[src/rtl/caliptra_ss_lc_pwr_seq.sv]
// Power-manager sequencer for the LC controller: settle delay, init request, done tracking, re-init reset pulse.
// Optional INIT timeout (ERR state) enabled by defining CALIPTRA_SS_LC_PWR_SEQ_TIMEOUT_EN.

package pwrmgr_pkg;
    typedef struct packed {
        logic caliptra_ss_lc_init;
    } pwr_caliptra_ss_lc_req_t;

    typedef struct packed {
        logic caliptra_ss_lc_done;
    } pwr_caliptra_ss_lc_rsp_t;
endpackage

module caliptra_ss_lc_pwr_seq #(
    parameter int INIT_DELAY   = 500,
    parameter int RST_HOLD     = 20,
    parameter int DONE_TIMEOUT = 4096
) (
    input  logic                                clk,
    input  logic                                reset,
    input  logic                                cptra_pwrgood,
    input  logic                                reinit_req_i,
    output pwrmgr_pkg::pwr_caliptra_ss_lc_req_t pwr_caliptra_ss_lc_i,
    input  pwrmgr_pkg::pwr_caliptra_ss_lc_rsp_t pwr_caliptra_ss_lc_o,
    output logic                                lc_rst_n_o,
    output logic                                init_done_o,
    output logic                                init_err_o,
    output logic                                busy_o
);

`ifdef CALIPTRA_SS_LC_PWR_SEQ_TIMEOUT_EN
    localparam bit TIMEOUT_EN = 1'b1;
`else
    localparam bit TIMEOUT_EN = 1'b0;
`endif

    // DONE_TIMEOUT only sizes the counter when the timeout is built in.
    localparam int MAX_DR  = (INIT_DELAY > RST_HOLD) ? INIT_DELAY : RST_HOLD;
    localparam int MAX_TO  = TIMEOUT_EN ? DONE_TIMEOUT : 1;
    localparam int CNT_MAX = (MAX_DR > MAX_TO) ? MAX_DR : MAX_TO;
    localparam int CNT_W   = $clog2(CNT_MAX) + 1;

    localparam logic [2:0] ST_IDLE    = 3'd0;
    localparam logic [2:0] ST_SETTLE  = 3'd1;
    localparam logic [2:0] ST_INIT    = 3'd2;
    localparam logic [2:0] ST_DONE    = 3'd3;
    localparam logic [2:0] ST_RSTHOLD = 3'd4;
    localparam logic [2:0] ST_ERR     = 3'd5;

    logic [2:0]       state_q;
    logic [2:0]       state_d;
    logic [CNT_W-1:0] cnt_q;
    logic [CNT_W-1:0] cnt_d;
    logic             lc_done;
    logic             init_q;
    logic             err_q;

    assign lc_done = pwr_caliptra_ss_lc_o.caliptra_ss_lc_done;

    always_comb begin
        state_d = state_q;
        case (state_q)
            ST_IDLE: begin
                if (cptra_pwrgood) state_d = ST_SETTLE;
            end
            ST_SETTLE: begin
                if (cnt_q == CNT_W'(INIT_DELAY - 1)) state_d = ST_INIT;
            end
            ST_INIT: begin
                if (lc_done) begin
                    state_d = ST_DONE;
                end
`ifdef CALIPTRA_SS_LC_PWR_SEQ_TIMEOUT_EN
                else if (cnt_q == CNT_W'(DONE_TIMEOUT - 1)) begin
                    state_d = ST_ERR;
                end
`endif
            end
            ST_DONE: begin
                if (reinit_req_i) state_d = ST_RSTHOLD;
            end
            ST_RSTHOLD: begin
                if (cnt_q == CNT_W'(RST_HOLD - 1)) state_d = ST_SETTLE;
            end
            ST_ERR: begin
                if (reinit_req_i) state_d = ST_RSTHOLD;
            end
            default: state_d = ST_IDLE;
        endcase
        // Power-good loss beats every other transition, including a re-init.
        if (!cptra_pwrgood) state_d = ST_IDLE;
    end

    // Only counting states advance the counter, so each compare terminates it before wrap.
    always_comb begin
        cnt_d = cnt_q;
        if (state_d != state_q) begin
            cnt_d = '0;
        end else if (state_q == ST_SETTLE || state_q == ST_RSTHOLD ||
                     (TIMEOUT_EN && state_q == ST_INIT)) begin
            cnt_d = cnt_q + CNT_W'(1);
        end
    end

    // Outputs are flopped from the next-state decode so they align with the state register.
    always_ff @(posedge clk or posedge reset) begin
        if (reset) begin
            state_q     <= ST_IDLE;
            cnt_q       <= '0;
            lc_rst_n_o  <= 1'b0;
            init_q      <= 1'b0;
            init_done_o <= 1'b0;
            err_q       <= 1'b0;
            busy_o      <= 1'b0;
        end else begin
            state_q     <= state_d;
            cnt_q       <= cnt_d;
            lc_rst_n_o  <= (state_d == ST_SETTLE) || (state_d == ST_INIT) ||
                           (state_d == ST_DONE)   || (state_d == ST_ERR);
            init_q      <= (state_d == ST_INIT) || (state_d == ST_DONE) || (state_d == ST_ERR);
            init_done_o <= (state_d == ST_DONE);
            err_q       <= TIMEOUT_EN && (state_d == ST_ERR);
            busy_o      <= (state_d == ST_SETTLE) || (state_d == ST_INIT) ||
                           (state_d == ST_RSTHOLD);
        end
    end

    assign init_err_o = err_q;

    always_comb begin
        pwr_caliptra_ss_lc_i                     = '0;
        pwr_caliptra_ss_lc_i.caliptra_ss_lc_init = init_q;
    end

endmodule

[config.mk]
export PLATFORM = sky130hd
export DESIGN_NAME = caliptra_ss_lc_pwr_seq
export DESIGN_NICKNAME = d
export VERILOG_FILES = /design/src/rtl/caliptra_ss_lc_pwr_seq.sv
export SDC_FILE = /design/constraint.sdc
export NUM_CORES = 1
export LEC_CHECK = 0
export CORE_MARGIN = 2
export CORE_UTILIZATION = 40
export DETAILED_ROUTE_END_ITERATION = 12
export GPL_TIMING_DRIVEN = 0
export HOLD_SLACK_MARGIN = 0.03
export MAX_ROUTING_LAYER = met4
export PLACE_DENSITY = 0.64
export REMOVE_ABC_BUFFERS = 1
export SYNTH_ARGS = -nofsm -noshare
export SYNTH_HDL_FRONTEND = slang
export SYNTH_SLANG_ARGS = --single-unit
[constraint.sdc]
create_clock -name clk -period 3 [get_ports clk]
set_input_delay 0.6 -clock clk [delete_from_list [all_inputs] [get_ports clk]]
set_output_delay 0.6 -clock clk [all_outputs]
set_load 0.05 [all_outputs]
Word-level counts from Yosys, hierarchy flattened

Index checks and enable logic that the tools add are counted.
Widths: inputs -> output; s select.

Input bits: 5
Register bits after elaboration: 17

Reductions and logical operators: 10
Muxes and demuxes: 8
Equal/unequal tests: 13
$add $sub $neg: 1

Operators with widths:

| kind                  | count |
|---|---|
| $mux 10               | 2 |
| $mux 3                | 5 |
| $pmux 3 s5            | 1 |
| $eq 3x2->1 const B    | 4 |
| $eq 3x3->1 const B    | 4 |
| $add 10x1->10 const B | 1 |
| $eq 10x5->1 const B   | 1 |
| $eq 10x9->1 const B   | 1 |
| $logic_or 1x1->1      | 7 |
| $eq 3x1->1 const B    | 2 |
| $logic_not 3->1       | 1 |
| $ne 3x3->1            | 1 |
| $reduce_bool 2->1     | 1 |
| $reduce_or 2->1       | 1 |

Longest topological paths before layout

Depth in word-level cells: 8
Depth in mapped cells: 6
Gate-level depth less buffers: 6

Worst setup path after synthesis

Ideal clock, no wire load.

Path type: register to register
Start point: register cnt_q[0]
End point: register cnt_q[0]
Path slack: 1010 ps
Library setup time: 135 ps
Required time: 2865 ps
Stages on the path, launching flop included: 7
Buffers on the path: 0
Data arrival time: 1855 ps
Cell sequence: dfrtp_1 ha_1 or4b_4 nor4_4 o21ai_2 a2bb2oi_4 nor3_2

Longest elaborated chain between the ends: 6
Elaborated cells between the ends (all ways): 11
Those cells by class: 1 x add/sub; 3 x eq/ne; 6 x mux; 1 x reduce/logical

Ends and longest elaborated chain:

| what                                         | RTL line | RTL |
|---|---|---|
| start: declaration                           | 52       | `logic [CNT_W-1:0] cnt_q;` |
| start signal: assignment                     | 117      | `cnt_q <= cnt_d;` |
| $eq 10x5->1 or $eq 10x9->1 (tied branches)   | 83, 67   |  |
| $mux 3, on equally long branches             | 83, 67   |  |
| $pmux 3 s5                                   | 62       | `case (state_q)` |
| $mux 3                                       | 91       | `if (!cptra_pwrgood) state_d = ST_IDLE;` |
| $ne 3x3->1                                   | 97       | `if (state_d != state_q) begin` |
| $mux 10 or $reduce_bool 2->1 (tied branches) | -        |  |

Several ways; a longest one is shown, not always the timed one. The select of a mux whose other input is x is not followed.
A chain may end at the register's enable or synchronous reset.

Final worst setup path

Start point: register cnt_q[0]
End point: register cnt_q[6]

The elaborated chain is that of the path after synthesis.

==> metrics.md <==
| Metric | Value |
|---|---|
| Routability cong. | about 0.75 |
| Number of remaining DRC errors | 0 |
| Port bufs | 8 |
| Worst hold path stage count | 2 |
| Unrepaired setup endpoints after global routing | no |
| Final hold violations | 0 |
| Vias in the first global route | about 850 |
| Via count | roughly 820 |
| Syn avg cell area | about 11 um^2 |
| Max_cap viols | 0 |
| Initial antenna violation count | 0 |
| Top cells by count, synth | 17 x dfrtp_1, 11 x nor3_2, 7 x nand2_1, 7 x nor2_1, 7 x xnor2_1 |
| Initial core utilization | 41.4% |
| P&R area growth vs syn | 10.1% |
| Psw | around 0.00013 W |
| Total track usage | roughly 15% |
| Fin crit period | about 2.2 ns |
| Clk pwr share | between 20 and 30% |
| Hold Crit Class | flip-flop to flip-flop |
| First-pass GRT wire length | around 3.8 mm |
| CTS sink count | 17 |
| Post-Syn Area | roughly 1100 um^2 |
| Gate Count Post-Synth | between 100 and 150 |
| Worst-Margin Slew | roughly 0.65 ns |
| Clk slew on worst S/H paths | 0.10 ns |
| Hold endpoint | cnt_q[9]$_DFFE_PP0P_ |
| Yosys warns | 0 |
| Number of nets still failing antenna checks after routing | 0 |
| Asr flop ratio synth | 100% |
| Post-CTS setup buffers | 0 |
| Worst-skew pair later-pin latency | 0.29 ns |
| Status | complete, no violations |
| Fin Hold WS | between 0.6 and 0.7 ns |
| Yosys top cell area share | between 30% and 40% |
| Core Rows | 19 |
| Ranking of synthesized cells by area | dfrtp_1 38%, nor3_2 9.9%, xnor2_1 5.5%, xor2_1 3.2%, or4b_4 2.5% |
| Sequential power share | 55.3% |
| Crit Path Class | flip-flop to flip-flop |
| CTS resizes | 0 |
| Die Area | 3220 um^2 |
| Core Util, Final | 45.6% |
| Worst R2R End | cnt_q[6]$_DFFE_PP0P_ |
| Chip Height | around 57 um |
| Fin cells | 144 |
| Switching share of power | 28.9% |
| Clock Path Buffers | 2 |
| Setup_tns | 0 ns |
| Nets@finish | 120 |
| Netlist cell types | 42 |
| Leak Pwr | 0.512 nW |
| Initial drt markers | 7 |
| Total grt overflow | 0 |
| H-tree levels | 1 |
| Root buffer cell | clkbuf_4 |
| I/O pins | 10 |
| Post-synth EDFFs | 0 |
| Worst relative slew slack | 56.6% |
| Power per cell area | about 360 nW/um^2 |
| Core area | between 2000 and 3000 um^2 |
| Worst Min Path Start | cnt_q[9]$_DFFE_PP0P_ |
| Layout cells sized above 1 | about a quarter |
| Dpl cells | 140 |
| Antenna cells | 0 |
| Synth Flop Type | dfrtp_1 |
| Max Freq | 0.461 GHz |
| Die Width | about 57 um |
| Crit path DAT | approximately 2.3 ns |
| Post-CTS Hold Fix Bufs | 0 |
| Register area share after synthesis | between 30% and 40% |
| Startpoint class of the critical path | flip-flop |
| Total length of routed wires | 2.06 mm |
| Largest net degree at the start of global routing | 18 |
| R2R Setup Slk | between 0.8 and 0.9 ns |
| Slew Limit Fails | 0 |
| Final period util | about 72% |
| Routed wire per std cell | ~14 um |
| Reg2reg start | cnt_q[0]$_DFFE_PP0P_ |
| CTS tree | built |
| Tot Pwr | between 0.0004 and 0.0005 W |
| Internal power | roughly 0.00031 W |
| Crit Path Max Fanout | 10 |
| Total CTS buffers | 3 |
| Drt via density | roughly 5.7 |
| Data required, critical path | 3.18 ns |
| Peak VDD IR | 0.277 mV |
| TritonRoute pass-1 iters | 4 |
| Placed wire-length estimate | ~1.5 mm |
| Post-synthesis register bit count | 17 |
| Area leader, netlist | dfrtp_1 |
| Most numerous cell in the Yosys netlist | dfrtp_1 |
| Combinational group share of total power | approximately 16% |
| CP endpoint kind | flip-flop |
| Clk_skew | 0.00295 ns |
| R2R depth | 6 |
| Final setup viols | 0 |
-- cells by family after synthesis --
kind of cell,count (synthesis),synth area share [%]
AND/OR/NAND/NOR,51,35.5
flip-flops,17,38.3
AO/OA/AOI/OAI,14,10.5
XOR/XNOR,11,8.67
buffers and inverters,9,4.73
adder cells (fa/ha/maj),1,1.13
other,1,0.338
multiplexers,1,0.901
-- flip-flops by register name, summed over array words and instances, names as in the netlist --
| signal | flops |
|---|---|
| busy_o | 1 |
| cnt_q | 10 |
| init_done_o | 1 |
| lc_rst_n_o | 1 |
| pwr_caliptra_ss_lc_i | 1 |
| state_q | 3 |
-- power by group through the flow --
stage               Sequential (W)  Combinational [W]  Clock (W)
floorplan                 0.000254          0.0000486          0
global placement          0.000249          0.0000717          0
detailed placement        0.000249          0.0000733          0
CTS                       0.000245          0.0000734   0.000130
global route              0.000247          0.0000787   0.000142
finish                    0.000245          0.0000721   0.000126
-- final cells by class --
cell class,instances,area (um^2)
fillers,266,1460
multi-input cells,79,633
flip-flops and latches,17,425
repair buffers,8,80.1
well taps,31,38.8
clock buffers,3,22.5
inverters,5,18.8
clock inverters,1,5.00
-- metal layers --
metal	track usage [%]	wire length [um]
met1	18.6	892
met2	25.2	1040
met3	3.00	83
met5	-	0
met4	5.10	40
-- through the flow --
stage / instance area (um^2) / worst slack [ns]
4_1_cts: 1220 / 0.810
6_report: 1220 / 0.832
3_3_place_gp: 1200 / 0.601
2_1_floorplan: 1080 / 1.01
3_5_place_dp: 1200 / 0.496
5_1_grt: 1220 / 0.654
-- cells in the final DEF (no fill, tap or decap), drive strengths merged, types with 2 or more instances in the layout --
| master | Yosys | final |
|---|---|---|
| dfrtp | 17 | 17 |
| a21oi | 2 | 2 |
| clkbuf | 1 | 3 |
| and2 | 2 | 2 |
| a31oi | 2 | 2 |
| xnor2 | 7 | 7 |
| nand4 | 3 | 3 |
| or4b | 2 | 2 |
| nand2 | 7 | 7 |
| o21ai | 5 | 5 |
| nand3 | 2 | 2 |
| xor2 | 4 | 4 |
| nor3 | 13 | 13 |
| inv | 5 | 5 |
| clkdlybuf4s50 | 0 | 8 |
| nor4 | 3 | 3 |
| nor2 | 7 | 7 |
| or3b | 2 | 2 |
-- how the worst max path moves through the flow --
stage / startpoint / endpoint
floorplan: cnt_q[0]$_DFFE_PP0P_ / cnt_q[0]$_DFFE_PP0P_
detailed placement: reinit_req_i / cnt_q[2]$_DFFE_PP0P_
CTS: cnt_q[0]$_DFFE_PP0P_ / cnt_q[1]$_DFFE_PP0P_
global route: cnt_q[0]$_DFFE_PP0P_ / cnt_q[9]$_DFFE_PP0P_
finish: cnt_q[0]$_DFFE_PP0P_ / cnt_q[6]$_DFFE_PP0P_
global placement: reinit_req_i / cnt_q[5]$_DFFE_PP0P_
-- critical path, cell delays in order, from the launching register on --
cell and delay [ns]:
dfrtp_1 0.41, ha_1 0.22, or4b_4 0.51, nor4_4 0.32, o21ai_2 0.11, a2bb2oi_4 0.38, nor3_2 0.09
(Power assumes the default switching activity.)
